`config.mk`:
```
export PLATFORM = sky130hd
export DESIGN_NAME = wheel_mode_sequencer
export DESIGN_NICKNAME = d
export VERILOG_FILES = /design/src/rtl/wheel_mode_pkg.sv /design/src/rtl/wheel_mode_chan.sv /design/src/rtl/wheel_mode_sequencer.sv
export SDC_FILE = /design/constraint.sdc
export NUM_CORES = 1
export LEC_CHECK = 0
export BUFFER_PORTS_ARGS = -buffer_cell sky130_fd_sc_hd__buf_2
export CAP_MARGIN = 0
export CORE_UTILIZATION = 46
export DETAILED_ROUTE_END_ITERATION = 8
export HOLD_SLACK_MARGIN = 0.08
export MAX_ROUTING_LAYER = met4
export PLACE_DENSITY = 0.82
export SETUP_SLACK_MARGIN = 0.05
export SYNTH_ARGS = -nofsm -noshare
export SYNTH_HDL_FRONTEND = slang
export SYNTH_SLANG_ARGS = --single-unit
```
`constraint.sdc`:
```
create_clock -name clk -period 1.49 [get_ports clk]
set_clock_uncertainty 0.05 [all_clocks]
set_input_delay 0.298 -clock clk [delete_from_list [all_inputs] [get_ports clk]]
set_output_delay 0.298 -clock clk [all_outputs]
set_load 0.02 [all_outputs]
```
`src/rtl/wheel_mode_pkg.sv`:
```
// Shared types and helpers for the per-wheel open/closed-loop duty sequencer.
package wheel_mode_pkg;

  localparam int unsigned DEF_DUTY_W   = 12;
  localparam int unsigned DEF_DUTY_MAX = 2047;
  localparam int unsigned DEAD_CNT_W   = 8;

  typedef enum logic [1:0] {
    ST_OL    = 2'd0,
    ST_CL    = 2'd1,
    ST_BLANK = 2'd2,
    ST_CLEAR = 2'd3
  } wheel_state_e;

  // Symmetric clamp so the most negative code never reaches the PWM stage.
  function automatic int sat_duty(input int x, input int lim);
    int r;
    r = x;
    if (x > lim) begin
      r = lim;
    end else if (x < -lim) begin
      r = -lim;
    end
    return r;
  endfunction

endpackage

```
`src/rtl/wheel_mode_chan.sv`:
```
// One wheel: mode FSM (OL/CL/BLANK/CLEAR), dead-time counter, saturation and
// optional slew limiting (enabled by WHEEL_SLEW_LIMIT_EN).
module wheel_mode_chan
  import wheel_mode_pkg::*;
#(
  parameter int unsigned DUTY_W     = DEF_DUTY_W,
  parameter int unsigned DUTY_MAX   = DEF_DUTY_MAX,
  parameter int unsigned DEAD_TICKS = 8
`ifdef WHEEL_SLEW_LIMIT_EN
  , parameter int unsigned SLEW_STEP = 16
`endif
) (
  input  logic                     clk,
  input  logic                     reset_n,
  input  logic                     req_ol,
  input  logic                     pwm_tick,
  input  logic signed [DUTY_W-1:0] ol_duty,
  input  logic signed [DUTY_W-1:0] cl_duty,
  output logic signed [DUTY_W-1:0] duty_out,
  output logic                     pi_clear,
  output logic                     mode_cl,
  output logic                     busy_nxt_c
);

  wheel_state_e             state_q, state_d;
  logic [DEAD_CNT_W-1:0]    cnt_q, cnt_d;
  logic signed [DUTY_W-1:0] duty_q, duty_d;
  logic                     pi_clear_q, pi_clear_d;
  logic                     mode_cl_q, mode_cl_d;
  logic                     use_cl;
  logic signed [DUTY_W-1:0] sel_sat, track_duty, entry_duty;

  // In CLEAR the source is the one the request selects for the coming mode.
  always_comb begin
    use_cl  = (state_q == ST_CL) || ((state_q == ST_CLEAR) && !req_ol);
    sel_sat = DUTY_W'(sat_duty(use_cl ? int'(cl_duty) : int'(ol_duty), int'(DUTY_MAX)));
  end

`ifdef WHEEL_SLEW_LIMIT_EN
  int slew_diff;

  always_comb begin
    slew_diff  = int'(sel_sat) - int'(duty_q);
    track_duty = duty_q;
    entry_duty = '0;
    if (pwm_tick) begin
      if (slew_diff > int'(SLEW_STEP)) begin
        track_duty = DUTY_W'(int'(duty_q) + int'(SLEW_STEP));
      end else if (slew_diff < -int'(SLEW_STEP)) begin
        track_duty = DUTY_W'(int'(duty_q) - int'(SLEW_STEP));
      end else begin
        track_duty = sel_sat;
      end
    end
  end
`else
  always_comb begin
    track_duty = sel_sat;
    entry_duty = sel_sat;
  end
`endif

  always_comb begin
    state_d = state_q;
    cnt_d   = cnt_q;
    duty_d  = '0;
    case (state_q)
      ST_OL: begin
        if (!req_ol) begin
          state_d = ST_BLANK;
          cnt_d   = DEAD_CNT_W'(DEAD_TICKS);
        end else begin
          duty_d = track_duty;
        end
      end
      ST_CL: begin
        if (req_ol) begin
          state_d = ST_BLANK;
          cnt_d   = DEAD_CNT_W'(DEAD_TICKS);
        end else begin
          duty_d = track_duty;
        end
      end
      ST_BLANK: begin
        if (DEAD_TICKS == 0) begin
          state_d = ST_CLEAR;
        end else if (pwm_tick) begin
          cnt_d = cnt_q - DEAD_CNT_W'(1);
          if (cnt_q == DEAD_CNT_W'(1)) begin
            state_d = ST_CLEAR;
          end
        end
      end
      ST_CLEAR: begin
        state_d = req_ol ? ST_OL : ST_CL;
        duty_d  = entry_duty;
      end
      default: state_d = ST_OL;
    endcase
    // Flags are registered from the next state so they align with state_q.
    pi_clear_d = (state_d == ST_CLEAR);
    mode_cl_d  = (state_d == ST_CL);
    busy_nxt_c = (state_d == ST_BLANK) || (state_d == ST_CLEAR);
  end

  always_ff @(posedge clk or negedge reset_n) begin
    if (!reset_n) begin
      state_q    <= ST_OL;
      cnt_q      <= '0;
      duty_q     <= '0;
      pi_clear_q <= 1'b0;
      mode_cl_q  <= 1'b0;
    end else begin
      state_q    <= state_d;
      cnt_q      <= cnt_d;
      duty_q     <= duty_d;
      pi_clear_q <= pi_clear_d;
      mode_cl_q  <= mode_cl_d;
    end
  end

  assign duty_out = duty_q;
  assign pi_clear = pi_clear_q;
  assign mode_cl  = mode_cl_q;

endmodule

```
`src/rtl/wheel_mode_sequencer.sv`:
```
// Per-wheel open-loop / PI duty source sequencer with dead-time blanking and
// integrator clear; optional slew limiting via WHEEL_SLEW_LIMIT_EN.
module wheel_mode_sequencer
  import wheel_mode_pkg::*;
#(
  parameter int unsigned N_WHEEL    = 4,
  parameter int unsigned DUTY_W     = DEF_DUTY_W,
  parameter int unsigned DUTY_MAX   = DEF_DUTY_MAX,
  parameter int unsigned DEAD_TICKS = 8
`ifdef WHEEL_SLEW_LIMIT_EN
  , parameter int unsigned SLEW_STEP = 16
`endif
) (
  input  logic                        clk,
  input  logic                        reset_n,
  input  logic [4:0]                  is_open_loop,
  input  logic                        pwm_tick,
  input  logic [N_WHEEL*DUTY_W-1:0]   ol_duty,
  input  logic [N_WHEEL*DUTY_W-1:0]   cl_duty,
  output logic [N_WHEEL*DUTY_W-1:0]   duty_out,
  output logic [N_WHEEL-1:0]          pi_clear,
  output logic [N_WHEEL-1:0]          mode_cl,
  output logic                        busy
);

  logic [N_WHEEL-1:0] req_ol_q, req_ol_d;
  logic [N_WHEEL-1:0] chan_busy_c;
  logic               busy_q, busy_d;

  // Bit 4 forces every wheel open-loop.
  always_comb begin
    req_ol_d = is_open_loop[N_WHEEL-1:0] | {N_WHEEL{is_open_loop[4]}};
    busy_d   = |chan_busy_c;
  end

  always_ff @(posedge clk or negedge reset_n) begin
    if (!reset_n) begin
      req_ol_q <= '1;
      busy_q   <= 1'b0;
    end else begin
      req_ol_q <= req_ol_d;
      busy_q   <= busy_d;
    end
  end

  assign busy = busy_q;

  for (genvar i = 0; i < int'(N_WHEEL); i++) begin : g_chan
    wheel_mode_chan #(
      .DUTY_W     (DUTY_W),
      .DUTY_MAX   (DUTY_MAX),
      .DEAD_TICKS (DEAD_TICKS)
`ifdef WHEEL_SLEW_LIMIT_EN
      , .SLEW_STEP (SLEW_STEP)
`endif
    ) u_chan (
      .clk        (clk),
      .reset_n    (reset_n),
      .req_ol     (req_ol_q[i]),
      .pwm_tick   (pwm_tick),
      .ol_duty    (ol_duty[i*DUTY_W +: DUTY_W]),
      .cl_duty    (cl_duty[i*DUTY_W +: DUTY_W]),
      .duty_out   (duty_out[i*DUTY_W +: DUTY_W]),
      .pi_clear   (pi_clear[i]),
      .mode_cl    (mode_cl[i]),
      .busy_nxt_c (chan_busy_c[i])
    );
  end

endmodule

```
==> impl_metrics.json <==
{
  "status": "complete, but fails checks",
  "violations": "negative setup slack",
  "rsz0062_at_grt": "true",
  "synthCells": 504,
  "p_leak_nw": 3.494,
  "nets": 844,
  "peakVddDrop_v": 0.0008517,
  "numCtsBuffers": 9,
  "core_um2": 10230,
  "yosysWarnings": 0,
  "critPathLaunchType": "flop",
  "place_hpwl_um": 9308,
  "antenna_found_initial": 0,
  "netlist.area_leader.share_pct": 50.29,
  "synth_cell_types": 43,
  "avgViaCountPerCell": 5.542,
  "dr.pass1.iters": 5,
  "first_global_vias": 4773,
  "finalMaxSlewViolations": 0,
  "critPathRequiredTime_ps": 1740,
  "worst_path_largest_cell_delay_ps": 520,
  "synth_edf_count": 0,
  "wire_per_inst_um": 16.05,
  "rows": 37,
  "clk_path_buf_depth": 2,
  "start_util_pct": 47.18,
  "async_reset_ff_share_pct": 100.0,
  "hold_class": "in2reg",
  "fillers": 729,
  "crit_path_end_kind": "flop",
  "met3WireLength_um": 825,
  "r2r_slack_ps": -180,
  "final_cell_area_um2": 7073,
  "placed_area_um2": 6091,
  "max_cap_violations": 0,
  "syn_area_um2": 4827,
  "hold_viol_final": 0,
  "ys_ff_latch": 101,
  "cp_max_fo": 2,
  "clockRootBuffer": "clkbuf_8",
  "die_area_um2": 10910,
  "drt-met1-wl_um": 5686,
  "drt_iter0_drc": 268,
  "setup_viol": 8,
  "worstPathArrival_ps": 1920,
  "die_y_um": 104.4,
  "critPathTopFamily": "simple AND/OR/NAND/NOR gates",
  "crit_buf_inv": 0,
  "wirelength_um": 14010,
  "cts_tree": "done",
  "ys_seq_area_share_pct": 52.46,
  "worst-setup-path-type": "reg2reg",
  "max_clock_freq_mhz": 597.5,
  "synth_area_leader_cell": "dfrtp_1",
  "gp_congestion": 0.8776,
  "routed-wl-met2_um": 7317,
  "yosys-top-cells-area": "dfrtp_1 (50%), nand2_1 (9.0%), a21oi_1 (5.3%)",
  "n_antenna_cell": 0,
  "via_count": 4838,
  "dr.max_layer_used": "met4",
  "p_total_mw": 9.681,
  "syn_to_final_growth_pct": 46.53,
  "clock-sinks": 101,
  "fp.dieW_um": 104.4,
  "ios": 161,
  "avgSynthCellArea_um2": 9.578,
  "post-route-period-util_pct": 112.3,
  "worst_pin_slew_ps": 511.5,
  "grt_max_degree": 41,
  "grt_usage_pct": 25.31,
  "syn_nets": 616,
  "cp_slowest_cell": "or4_1",
  "clk_pin_slew_ps": 110,
  "period_needed_ps": 1674,
  "max_slew_margin_pct": 65.78,
  "htree_levels": 3,
  "port_buffers": 160,
  "drive_above_1_share_pct": 47.63,
  "ys.flop_type": "dfrtp_1",
  "grt_pass1_wl_um": 21630,
  "setup_ws_ps": -183.7,
  "power.density_nw_per_um2": 1369,
  "grt_overflow": 0,
  "ant_nets": 0,
  "clock_latency_ps": 380,
  "remaining_drc_errors": 0,
  "crit_chain": "nor4_4 -> nand2_1 -> or4_1 -> a21boi_1"
}
## final timing paths
check | from | end | cells past startpoint
worst min register to register | g_chan[0].u_chan.cnt_q[7]$_DFFE_PN0P_ | g_chan[0].u_chan.pi_clear$_DFF_PN0_ | 1
worst max-delay path | g_chan[3].u_chan.cnt_q[3]$_DFFE_PN0P_ | g_chan[3].u_chan.cnt_q[7]$_DFFE_PN0P_ | 4
min in group asynchronous | reset_n | g_chan[2].u_chan.duty_out[10]$_DFF_PN0_ | 2
worst max register to register | g_chan[3].u_chan.cnt_q[3]$_DFFE_PN0P_ | g_chan[3].u_chan.cnt_q[7]$_DFFE_PN0P_ | 4
worst min-delay path | cl_duty[10] | g_chan[0].u_chan.duty_out[10]$_DFF_PN0_ | 3
max in group asynchronous | reset_n | g_chan[2].u_chan.state_q[0]$_DFF_PN0_ | 3
## flip-flops by register name, summed over array words and instances (netlist names)
register / cells
g_chan.u_chan.duty_out: 48
g_chan.u_chan.cnt_q: 32
g_chan.u_chan.mode_cl: 4
busy: 1
g_chan.u_chan.pi_clear: 4
req_ol_q: 4
g_chan.u_chan.state_q: 8
## routing by layer
layer  GRT usage (%)  up-vias
met5               -        -
met4           6.020        0
met3           5.639       29
met2           44.28      220
met1           29.53     2370
li1                -     2219
## tightest hold or removal path: stages
cell,delay [ps]
buf_2,110
nand2_1,50
a21oi_1,50
## what timing repair did
action                     4_1_cts  5_1_grt
hold endpoints to repair        95        2
pin swaps                       16       32
buffers inserted                13       13
hold buffers                     5        2
gates cloned                     1        2
setup endpoints to repair       46       77
resized for setup               60       77
## cells in the mapped netlist (2+ instances only)
library cell  instances
dfrtp_1              97
a21boi_0              4
o31ai_1               4
nand2b_1             14
and4_1                3
nand4_1              11
a21bo_2               6
and3_1                2
buf_2                 3
xnor2_2               3
dfstp_2               4
a41oi_1               4
xnor2_1               7
and4b_1               2
clkbuf_1              9
inv_1                17
or4_1                 3
nand3b_1              4
nand2_1             116
a21boi_1              2
ha_1                  8
nand4b_1              5
o21ai_0              15
and2_1                2
a21oi_1              51
mux2i_1              11
nand3_1               8
a31oi_1               3
o22ai_1               2
nor4_1               22
buf_4                 8
or3_1                 2
nor3_1                7
o311ai_0              4
nor2_1               13
nor2b_1               4
nor4b_1               9
or2_2                10
## cell families after synthesis
family | share of synthesized area, %
buffers and inverters | 3.732
flip-flops | 52.46
multiplexers | 2.281
AND/OR/NAND/NOR | 25.27
XOR/XNOR | 2.281
AO/OA/AOI/OAI | 11.90
adder cells (fa/ha/maj) | 2.074
## cells in the final DEF (no fill, tap or decap), types with 5 or more instances in the layout
| cell | count |
|---|---|
| inv_2 | 8 |
| buf_2 | 160 |
| dfrtp_1 | 93 |
| mux2i_1 | 11 |
| nand4b_1 | 5 |
| or2_2 | 6 |
| clkbuf_8 | 9 |
| nand2_1 | 112 |
| buf_4 | 52 |
| nand3_1 | 5 |
| nor4b_1 | 8 |
| nand2b_1 | 11 |
| a21oi_1 | 31 |
| buf_6 | 14 |
| nor2_1 | 12 |
| nand4_1 | 11 |
| o21ai_2 | 5 |
| nor4_1 | 16 |
| dlygate4sd3_1 | 7 |
| o21ai_1 | 8 |
| inv_1 | 10 |
| a21oi_2 | 19 |
## cell type report
cell class	instances	area, µm²	area share (%)
well taps	136	170.2	2.406
flip-flops and latches	101	2537	35.87
repair buffers	238	1510	21.35
multi-input cells	364	2603	36.79
clock buffers	9	123.9	1.751
inverters	18	67.56	0.9552
clock inverters	7	61.31	0.8668
## power by group
| part | switching, mW | internal [mW] | leakage (nW) |
|---|---|---|---|
| Combinational | 2.10 | 1.93 | 2.10 |
| Sequential | 0.572 | 3.37 | 1.30 |
| Clock | 1.06 | 0.643 | 0.0892 |
| Total | 3.73 | 5.95 | 3.49 |
## metrics by stage
step	worst slack, ps	std cells	util (%)	hold slack, ps	TNS [ps]
5_1_grt	-250.8	873	69.13	89.66	-1527
6_report	-183.7	873	69.13	100.5	-524.2
3_5_place_dp	-130.7	827	59.53	137.0	-710.6
4_1_cts	-98.38	859	64.97	80.27	-286.7
2_1_floorplan	-100.4	504	-	-47.59	-100.4
3_3_place_gp	-62.52	827	59.53	141.8	-75.75
(Power assumes the default switching activity.)
